**config.mk**
```make
export PLATFORM = sky130hd
export DESIGN_NAME = midi_voice_allocator
export DESIGN_NICKNAME = d
export VERILOG_FILES = /design/src/rtl/midi_voice_allocator.sv
export SDC_FILE = /design/constraint.sdc
export NUM_CORES = 1
export LEC_CHECK = 0
export CORE_UTILIZATION = 51
export CTS_BUF_LIST = sky130_fd_sc_hd__clkbuf_4
export DETAILED_ROUTE_END_ITERATION = 6
export PLACE_DENSITY_LB_ADDON = 0.25
export SLEW_MARGIN = 10
export SYNTH_ARGS = -nofsm -noshare
export SYNTH_HDL_FRONTEND = slang
export SYNTH_SLANG_ARGS = --single-unit
```
**constraint.sdc**
```tcl
create_clock -name i_clk -period 3.3 [get_ports i_clk]
set_clock_uncertainty 0.2 [all_clocks]
set_input_delay 0.33 -clock i_clk [delete_from_list [all_inputs] [get_ports i_clk]]
set_output_delay 0.33 -clock i_clk [all_outputs]
set_load 0.02 [all_outputs]
```
**src/rtl/midi_voice_allocator.sv**
```systemverilog
// rtl/midi_voice_allocator.sv - polyphonic MIDI voice allocator with oldest-voice stealing
module midi_voice_allocator #(
    parameter int          NUM_VOICES = 8,
    parameter logic [15:0] CH_MASK    = 16'hFFFF
) (
    input  logic                    i_clk,
    input  logic                    i_rst_n,
    input  logic                    i_evt_valid,
    input  logic [23:0]             i_evt_data,
    output logic                    o_evt_ready,
    output logic [16*NUM_VOICES-1:0] o_voice_bus,
    output logic [NUM_VOICES-1:0]   o_voice_active,
    output logic                    o_steal_pulse
);

    typedef enum logic [1:0] {S_IDLE, S_DECODE, S_COMMIT} state_t;
    typedef enum logic [1:0] {K_IGNORE, K_ON, K_OFF, K_ALL} kind_t;

    localparam logic [2:0] OLDEST = 3'(NUM_VOICES - 1);

    state_t                        r_state;
    kind_t                         r_kind;
    logic [23:0]                   r_evt;
    logic [NUM_VOICES-1:0]         r_clear;
    logic [2:0]                    r_sel;
    logic                          r_steal;
    logic [NUM_VOICES-1:0][15:0]   r_voice;
    logic [NUM_VOICES-1:0][3:0]    r_chan;
    logic [NUM_VOICES-1:0][2:0]    r_rank;
    logic [NUM_VOICES-1:0]         r_active;
    logic                          r_steal_pulse;

    logic [15:0]           w_ch_mask;
    logic [3:0]            w_chan;
    logic [7:0]            w_d1;
    logic [7:0]            w_d2;
    kind_t                 w_kind;
    logic [NUM_VOICES-1:0] w_note_match;
    logic [NUM_VOICES-1:0] w_chan_match;
    logic [2:0]            w_sel_match;
    logic [2:0]            w_sel_free;
    logic [2:0]            w_sel_old;
    logic                  w_any_match;
    logic                  w_any_free;
    logic [2:0]            w_sel;

    assign w_ch_mask = CH_MASK;
    assign w_chan    = r_evt[19:16];
    assign w_d1      = r_evt[15:8];
    assign w_d2      = r_evt[7:0];

    always_comb begin
        w_kind = K_IGNORE;
        if (w_ch_mask[w_chan]) begin
            case (r_evt[23:20])
                4'h9:    w_kind = (w_d2 != 8'h00) ? K_ON : K_OFF;
                4'h8:    w_kind = K_OFF;
                4'hB:    w_kind = (w_d1 == 8'h7B || w_d1 == 8'h78) ? K_ALL : K_IGNORE;
                default: w_kind = K_IGNORE;
            endcase
        end
    end

    // Descending scan so the lowest-index candidate of each class wins.
    always_comb begin
        w_note_match = '0;
        w_chan_match = '0;
        w_sel_match  = 3'd0;
        w_sel_free   = 3'd0;
        w_sel_old    = 3'd0;
        w_any_match  = 1'b0;
        w_any_free   = 1'b0;
        for (int v = NUM_VOICES - 1; v >= 0; v--) begin
            w_chan_match[v] = r_active[v] && (r_chan[v] == w_chan);
            w_note_match[v] = w_chan_match[v] && (r_voice[v][15:8] == w_d1);
            if (w_note_match[v]) begin
                w_sel_match = 3'(v);
                w_any_match = 1'b1;
            end
            if (!r_active[v]) begin
                w_sel_free = 3'(v);
                w_any_free = 1'b1;
            end
            if (r_rank[v] == OLDEST) begin
                w_sel_old = 3'(v);
            end
        end
        if (w_any_match) begin
            w_sel = w_sel_match;
        end else if (w_any_free) begin
            w_sel = w_sel_free;
        end else begin
            w_sel = w_sel_old;
        end
    end

    always_ff @(posedge i_clk or negedge i_rst_n) begin
        if (!i_rst_n) begin
            r_state       <= S_IDLE;
            r_kind        <= K_IGNORE;
            r_evt         <= '0;
            r_clear       <= '0;
            r_sel         <= 3'd0;
            r_steal       <= 1'b0;
            r_voice       <= '0;
            r_chan        <= '0;
            r_active      <= '0;
            r_steal_pulse <= 1'b0;
            for (int v = 0; v < NUM_VOICES; v++) begin
                r_rank[v] <= 3'(v);
            end
        end else begin
            r_steal_pulse <= 1'b0;
            case (r_state)
                S_IDLE: begin
                    if (i_evt_valid) begin
                        r_evt   <= i_evt_data;
                        r_state <= S_DECODE;
                    end
                end
                S_DECODE: begin
                    r_kind  <= w_kind;
                    r_clear <= (w_kind == K_ALL) ? w_chan_match : w_note_match;
                    r_sel   <= w_sel;
                    r_steal <= !w_any_match && !w_any_free;
                    r_state <= S_COMMIT;
                end
                S_COMMIT: begin
                    if (r_kind == K_ON) begin
                        r_steal_pulse <= r_steal;
                        // Rank update keeps the ages a permutation: only voices younger than the target shift.
                        for (int v = 0; v < NUM_VOICES; v++) begin
                            if (3'(v) == r_sel) begin
                                r_voice[v]  <= {w_d1, w_d2};
                                r_chan[v]   <= w_chan;
                                r_active[v] <= 1'b1;
                                r_rank[v]   <= 3'd0;
                            end else if (r_rank[v] < r_rank[r_sel]) begin
                                r_rank[v] <= r_rank[v] + 3'd1;
                            end
                        end
                    end else if (r_kind == K_OFF || r_kind == K_ALL) begin
                        for (int v = 0; v < NUM_VOICES; v++) begin
                            if (r_clear[v]) begin
                                r_voice[v]  <= 16'h0000;
                                r_active[v] <= 1'b0;
                            end
                        end
                    end
                    r_state <= S_IDLE;
                end
                default: r_state <= S_IDLE;
            endcase
        end
    end

    assign o_evt_ready    = (r_state == S_IDLE);
    assign o_voice_bus    = r_voice;
    assign o_voice_active = r_active;
    assign o_steal_pulse  = r_steal_pulse;

endmodule

```
# Yosys cells after proc, flatten, opt, wreduce, memory -nomap -nowiden

Memories as Yosys holds them, arrays and structs flattened.
Index checks and enable logic that the tools add are counted.

Bits in registers: 233
ROM bits: 16
Input bits: 27
Output and inout port bits: 138
Word-level logic and storage cells: 281
Memories kept: 1

Add/subtract/negate cells: 8
Magnitude comparators: 10
Equality and inequality tests: 51
Mux-type cells: 106
Reduce and logical (&&, ||, !) cells: 66

Memories:

| name             | words | width | rd ports | clocked after Yosys merged registers in | write ports | RTL line | text |
|---|---|---|---|---|---|---|---|
| (name not given) | 16    | 1     | 1        | 0                                       | 0           | 54       | `if (w_ch_mask[w_chan]) begin` |

Operator list:

| operator              | number |
|---|---|
| $mux W128             | 2 |
| $mux W16              | 16 |
| $mux W3               | 43 |
| $eq A8 B8 Y1          | 8 |
| $reduce_and A3 Y1     | 16 |
| $mux W1               | 35 |
| $reduce_bool A2 Y1    | 17 |
| $eq A4 B4 Y1          | 8 |
| $reduce_and A4 Y1     | 8 |
| $add A3 B1 Y3 const B | 8 |
| $eq A3 B3 Y1 const B  | 8 |
| $lt A3 B3 Y1          | 8 |
| $mux W8               | 3 |
| $logic_and A1 B1 Y1   | 17 |
| $eq A8 B7 Y1 const B  | 2 |
| $ne A2 B1 Y1 const B  | 8 |
| $eq A3 B3 Y1 const A  | 4 |
| $eq A4 B4 Y1 const B  | 3 |
| $bmux W3 S3           | 1 |
| $eq A2 B2 Y1 const B  | 4 |
| $mux W2               | 4 |
| $reduce_bool A8 Y1    | 1 |
| $eq A2 B3 Y1 const A  | 2 |
| $pmux W2 S3           | 1 |
| other kinds (11)      | 14 |

# Longest topological paths before layout

Gate-level depths: netlist (run 1).

Depth after elaboration: 13
Gate-level depth with buffers: 10
Gate-level depth less buffers: 9

# Least setup slack after synthesis (run 1)

OpenSTA, ideal clock, no wires.

Path kind: reg-to-reg
From: register r_sel[0]
To: register r_rank[18] in the netlist's numbering
Arrival time: 2.815 ns
Required time: 2.975 ns
Setup slack: 0.160 ns
Cell stages (with the launch flop): 9
Period minus slack after synthesis: 3.140 ns
Cells stage by stage: dfrtp_1 > buf_1 > mux4_2 > mux2i_1 > ha_1 > a211oi_1 > o21ai_0 > nor2b_1 > mux2_2

Word-level cells in the longest chain between the ends: 5
Elaborated cells on any way between the ends: 7

RTL lines:

| what                                | RTL line | text |
|---|---|---|
| from (decl)                         | 25       | `logic [2:0] r_sel;` |
| from (signal assigned)              | 124      | `r_sel <= w_sel;` |
| $bmux W3 S3                         | 138      | `end else if (r_rank[v] < r_rank[r_sel]) begin` |
| $mux W3 (not written as such)       | 138      |  |
| $lt A3 B3 Y1                        | 138      |  |
| $reduce_bool A2 Y1 (no source line) | --       |  |
| $reduce_and A3 Y1 (no source line)  | --       |  |
| to (signal, indexed assignment)     | 110      | `r_rank[v] <= 3'(v);` |
| to (signal, indexed assignment)     | 139      | `r_rank[v] <= r_rank[v] + 3'd1;` |
| to (decl)                           | 29       | `logic [NUM_VOICES-1:0][2:0] r_rank;` |

Several ways; a longest one is shown, not always the timed one. The select of a mux whose other input is x is not followed.
A chain may end at the register's enable or synchronous reset.

# Worst setup path after layout (run 1)

From: register r_sel[1]
To: register r_rank[6] in the netlist's numbering

The elaborated chain is that of the path after synthesis.

==> flow_summary.toml, run 1 <==
[global_routing]
grt_pass1_vias = 8606
track_usage_pct = 28.1
grt_pass1_wl_um = 47500
antenna_found_initial = 1
grt_max_degree = 99
grt-ovfl-total = 0

[power_and_ir_drop]
ir_drop_mv = 0.327
power.total_uw = 7190
p_leak_uw = 0.00591
powerDensity_nw_per_um2 = 521

[timing]
slew_violations = 0
finalSetupTns_ns = 0
hold_violations = 0
relSlewSlack_pct = 19.4
grt_setup_unrepaired = "no"
layout_setup_ws_ns = 0.434
max_freq_mhz = 349
period_needed_ns = 2.87
whs_ns = 0.0295
setup_viol = 0
tightestPinTransition_ns = 1.21
min_period_over_period_pct = 86.9

[synthesis]
ys_types = 59
synth.cell_area_um2 = 11000
avgSynthCellArea_um2 = 10.5
synth_top_area_cell = "dfrtp_1"
ys_seq_area_share_pct = 53.4
ys_warn_count = 0
syn-num-nets = 1104
ys_top_cells_by_count = "dfrtp_1 (221), nand2_1 (205), o21ai_0 (164)"
ys_ff_latch = 233
synth.most_common_cell = "dfrtp_1"
syn_inst = 1045
synth-main-ff-cell = "dfrtp_1"
synth_edf_count = 0
synth_top_cells_by_area = "dfrtp_1 (51%), o21ai_0 (7.5%), xnor2_1 (7.2%)"
synthArstFlopShare_pct = 100
yosysTopAreaCellShare_pct = 50.5

[critical_path]
path_class = "reg -> reg"
crit_path_top_delay_cell = "dfrtp_1"
cp_top_family = "multiplexers"
cp.arrival_ns = 3.30
worst_path_largest_cell_delay_ns = 0.67
crit_path_max_fanout = 16
end_kind = "flip-flop"
critical_path.cell_chain = "mux4_2, mux2i_1, ha_1, o21ai_0, nand2b_1, a21oi_1, nor3b_1, mux2_2"
r2r_cells = 8
critical_path_depth = 8
critPathBufInv = 0
cp.required_ns = 3.73
cp-start-kind = "flip-flop"

[cts]
ctsLongestPathBuffers = 3
clock_latency_ns = 0.74
clock-sinks = 233
cts_tree = "built"
postCtsSetupBuffers = 0
clk_pin_slew_ns = 0.06
cts_buffers = 61
cts_root_buffer = "clkbuf_4"
ctsHtreeMaxLevel = 2

[cells_and_area]
final_layout_size_suffix_gt1_share_pct = 16.3
fill_cells = 1697
final_util_pct = 65.7
regArea_um2 = 5850
multi_input_area_um2 = 4780
layout.nets = 1312
syn2layout_area_growth_pct = 26.2

[detailed_routing]
wire_per_inst_um = 18.9
vias = 8568
routed_wl_um = 29800
dr.pass1.iters = 6
drtIter0Drc = 573
vias_per_cell = 5.44
ant_nets = 0
drc = 0

[place]
place_hpwl_um = 21000
pre_cts_slack_ns = 0.528
gp_congestion = 0.889
io_buffer_count = 164

[worst_hold_path]
hold_depth = 2
hp-class = "in -> reg"

[floorplanning]
dieHeight_um = 149
coreArea_um2 = 21000
initial_core_util_pct = 52.1
ioPinCount = 165
fp.dieW_um = 149
die_area_um2 = 22100
rows = 53

[outcome]
status = "completed"

[job]
drv_cap = 0
==> layout make-up <==
cell class / count / area share, %
sequential: 233 / 42.3
multi-input combinational: 742 / 34.6
timing repair buffer: 200 / 14.3
clock buffer: 98 / 5.32
tap: 275 / 2.49
clock inverter: 11 / 0.579
inverter: 15 / 0.407
antenna: 1 / 0.0181
==> worst register-to-register path, stage by stage, from the launching register on <==
cell and delay [ns]:
dfrtp_1 0.67, mux4_2 0.39, mux2i_1 0.33, ha_1 0.30, o21ai_0 0.07, nand2b_1 0.08, a21oi_1 0.16, nor3b_1 0.38
mux2_2 0.23
==> flip-flops by register name, summed over array words and instances (netlist names) <==
name,flops
o_voice_bus,128
r_state,2
r_chan,32
r_rank,24
r_steal,1
r_kind,2
r_sel,3
r_clear,8
o_voice_active,8
o_steal_pulse,1
r_evt,24
==> through the flow <==
| step | std cells | cell area, µm² |
|---|---|---|
| after global placement | 1453 | 12900 |
| after detailed placement | 1453 | 12900 |
| after global routing | 1575 | 13800 |
| final | 1575 | 13800 |
| after CTS | 1574 | 13800 |
| after floorplan | 1045 | 11000 |
==> kinds of logic (layout without fill, tap and decap cells) <==
| group | Yosys count | in the layout | synth area share (%) |
|---|---|---|---|
| and+or+nand+nor | 318 | 318 | 13.0 |
| AOI/OAI and AO/OA | 237 | 237 | 12.4 |
| DFF | 233 | 233 | 53.4 |
| xor gates and xnor gates | 94 | 94 | 7.52 |
| buffers and inverters | 70 | 324 | 3.16 |
| muxes | 61 | 61 | 6.89 |
| adders and majority gates | 32 | 32 | 3.66 |
| other | 0 | 1 | 0 |
==> final timing paths <==
path / from / endpoint / slack (ns)
setup reg to reg: r_sel[1] / r_rank[6] / 0.43
hold / removal: i_evt_data[23] / r_evt[23] / 0.03
setup / recovery: r_sel[1] / r_rank[6] / 0.43
min in group asynchronous: i_rst_n / o_voice_bus[64] / 0.05
max in group asynchronous: i_rst_n / o_voice_bus[1] / 2.01
hold reg to reg: o_voice_bus[51] / o_voice_bus[51] / 0.28
==> report_power, final <==
part	total [µW]	leakage [µW]	switching (µW)	internal, µW
sequential	3370	0.00315	332	3030
combinational	1210	0.00227	636	578
clock	2610	0.000488	1200	1420
total	7190	0.00591	2170	5030
==> per-layer routing <==
metal / vias up / part of all wire, % / wire length, µm / GRT usage, %
met3: 55 / 8.3 / 2480 / 7.21
li1: 4062 / - / - / -
met5: - / 0.19 / 56 / 1.82
met4: 2 / 2.3 / 693 / 10.1
met2: 316 / 46 / 13700 / 42.6
met1: 4133 / 43 / 12900 / 39.0
==> cells in the final DEF, fill, tap and decap left out, types with 7 or more instances in the layout <==
cell type	count
nor2_1	33
nand3_1	10
inv_1	14
dfrtp_1	221
clkbuf_4	98
a22o_1	17
dlygate4sd3_1	12
mux2_2	52
clkdlybuf4s50_1	163
xnor2_1	90
nor2b_1	7
a21oi_1	18
clkinv_1	8
buf_4	22
nand2_1	205
ha_1	32
nor4_1	7
nand4_1	15
o21ai_0	161
nand2b_1	8
dfstp_2	12
==> repair_timing <==
action                                 4_1_cts  5_1_grt
gates resized for setup                      0        0
hold buffers                                12        0
endpoints found under the hold margin      190        0
Note: power is estimated with default switching activity, not from simulation.
==> run 2, diff against run 1 <==
--- a/config.mk
+++ b/config.mk
@@ -5,10 +5,12 @@
 export SDC_FILE = /design/constraint.sdc
 export NUM_CORES = 1
 export LEC_CHECK = 0
+export CORE_MARGIN = 2
 export CORE_UTILIZATION = 51
 export CTS_BUF_LIST = sky130_fd_sc_hd__clkbuf_4
 export DETAILED_ROUTE_END_ITERATION = 6
 export PLACE_DENSITY_LB_ADDON = 0.25
+export SETUP_SLACK_MARGIN = 0.05
 export SLEW_MARGIN = 10
 export SYNTH_ARGS = -nofsm -noshare
 export SYNTH_HDL_FRONTEND = slang
==> run 2 against run 1 <==
Critical path depth stayed put. Sequential power hardly changed. Sequential cell count stayed put. Worst hold slack worse by 0.0097 ns. Combinational power hardly changed. Total power is 1.4% lower. Register-to-register slack worse by 0.098 ns. Die area is 2.7% higher. Clock power is 4% lower. Global-route usage is 0.63 points lower. Critical path type unchanged. Critical endpoint is now r_rank[3].
==> flow_summary.toml, run 2 (synthesis gave the netlist of run 1 again) <==
[floorplanning]
ioPinCount = 165
fp.dieW_um = 151
rows = 53
dieHeight_um = 151
coreArea_um2 = 21000
initial_core_util_pct = 52.1
die_area_um2 = 22700

[detailed_routing]
dr.pass1.iters = 5
drc = 0
wire_per_inst_um = 19.1
routed_wl_um = 30000
ant_nets = 0
drtIter0Drc = 620
vias = 8624
vias_per_cell = 5.48

[place]
gp_congestion = 0.889
io_buffer_count = 164
place_hpwl_um = 21300
placedCellCount = 1455
pre_cts_slack_ns = 0.346

[power_and_ir_drop]
ir_drop_mv = 0.360
p_seq_share_pct = 47.6
p_clk_share_pct = 35.3
powerDensity_nw_per_um2 = 516
comb_power_share_pct = 17.1
p_sw_share_pct = 30.8
p_leak_uw = 0.00588
power.total_uw = 7090
power.internal_uw = 4910
power.switching_uw = 2180

[critical_path]
cp_top_family = "multiplexers"
r2r-start = "r_sel[0]"
worst_path_largest_cell_delay_ns = 0.54
end_kind = "flip-flop"
crit_path_top_delay_cell = "mux4_2"
critical_path.cell_chain = "mux4_2, mux2i_1, ha_1, o21ai_0, nand2b_1, a21oi_1, nor3b_1, mux2_2"
path_class = "reg -> reg"
cp.arrival_ns = 3.41
cp.required_ns = 3.75
r2r_slack_ns = 0.34
startpoint = "r_sel[0]"
critPathBufInv = 0
cp-start-kind = "flip-flop"
crit_path_max_fanout = 5

[cells_and_area]
regArea_um2 = 5850
largest_reg_flops = 128
final_common_cell = "dfrtp_1"
fin_cells = 1573
final_util_pct = 65.4
final_cell_mix = "dfrtp_1 (220), nand2_1 (205), clkdlybuf4s50_1 (163)"
final_layout_size_suffix_gt1_share_pct = 16.4
layout.nets = 1310
fill_cells = 1680
syn2layout_area_growth_pct = 25.6
multi_input_area_um2 = 4780

[timing]
hold_violations = 0
layout_setup_ws_ns = 0.336
setup_viol = 0
tightestPinTransition_ns = 0.886
max_freq_mhz = 337
period_needed_ns = 2.96
relSlewSlack_pct = 40.8
slew_violations = 0
finalSetupTns_ns = 0
grt_setup_unrepaired = "no"
min_period_over_period_pct = 89.8

[global_routing]
grt_pass1_wl_um = 48000
antenna_found_initial = 1
grt_max_degree = 91
grt-ovfl-total = 0
grt_pass1_vias = 8841
track_usage_pct = 27.5

[cts]
ctsHtreeMaxLevel = 2
postCtsSetupBuffers = 0
clock-sinks = 233
cts_tree = "built"
cts_buffers = 59
clk_pin_slew_ns = 0.07
clock_latency_ns = 0.72
ctsLongestPathBuffers = 3
cts_root_buffer = "clkbuf_4"

[job]
drv_cap = 0

[worst_hold_path]
hp-class = "in -> async"

[outcome]
status = "completed"
[run 2: stage by stage]
step | hold WS, ns | area [µm²]
floorplan | -0.166 | 11000
CTS | 0.00174 | 13700
global route | 0.0240 | 13800
global placement | 0.195 | 12900
finish | 0.0198 | 13800
detailed placement | 0.195 | 12900
[run 2: final timing paths]
| check | cells past startpoint | end |
|---|---|---|
| min in group i_clk | 3 | r_evt[19] |
| hold / removal | 2 | r_rank[16] |
| max in group asynchronous | 3 | r_rank[7] |
| setup reg to reg | 8 | r_rank[3] |
| hold reg to reg | 2 | o_voice_bus[55] |
| setup / recovery | 8 | r_rank[3] |
[run 2: layout make-up]
type                       count  share of cell area (%)
clock inverter                12                   0.419
clock buffer                  95                    5.19
inverter                      15                   0.409
sequential                   233                    42.5
tap                          275                    2.50
timing repair buffer         200                    14.2
antenna                        1                  0.0182
multi-input combinational    742                    34.7
[run 2: timing repair]
item                                    CTS  global route
endpoints found under the setup margin    0             3
hold buffers                             10             0
resized for setup                         0             1
hold endpoints to repair                154             0
[run 2: layer usage]
layer  GRT usage [%]  up-vias  wire length [µm]
li1                -     4058                 -
met1            37.3     4207             13000
met2            42.6      297             13900
met3            7.97       62              2360
met4            9.10        0               741
met5               0        -                 0
[run 2: worst reg2reg max path, delay by kind of cell, from the launching register on]
kind | cells | cell delay, ns
mux | 3 | 1.21
simple gates | 2 | 0.46
fa+ha+maj | 1 | 0.32
compound gates | 2 | 0.24
flops | 1 | 0.48
[run 2: power groups by stage]
stage	sequential, µW	combinational, µW	clock, µW
2_1_floorplan	3300	861	0
3_3_place_gp	3410	1190	0
3_5_place_dp	3420	1200	0
4_1_cts	3370	1220	2550
5_1_grt	3400	1320	2710
6_report	3370	1210	2500
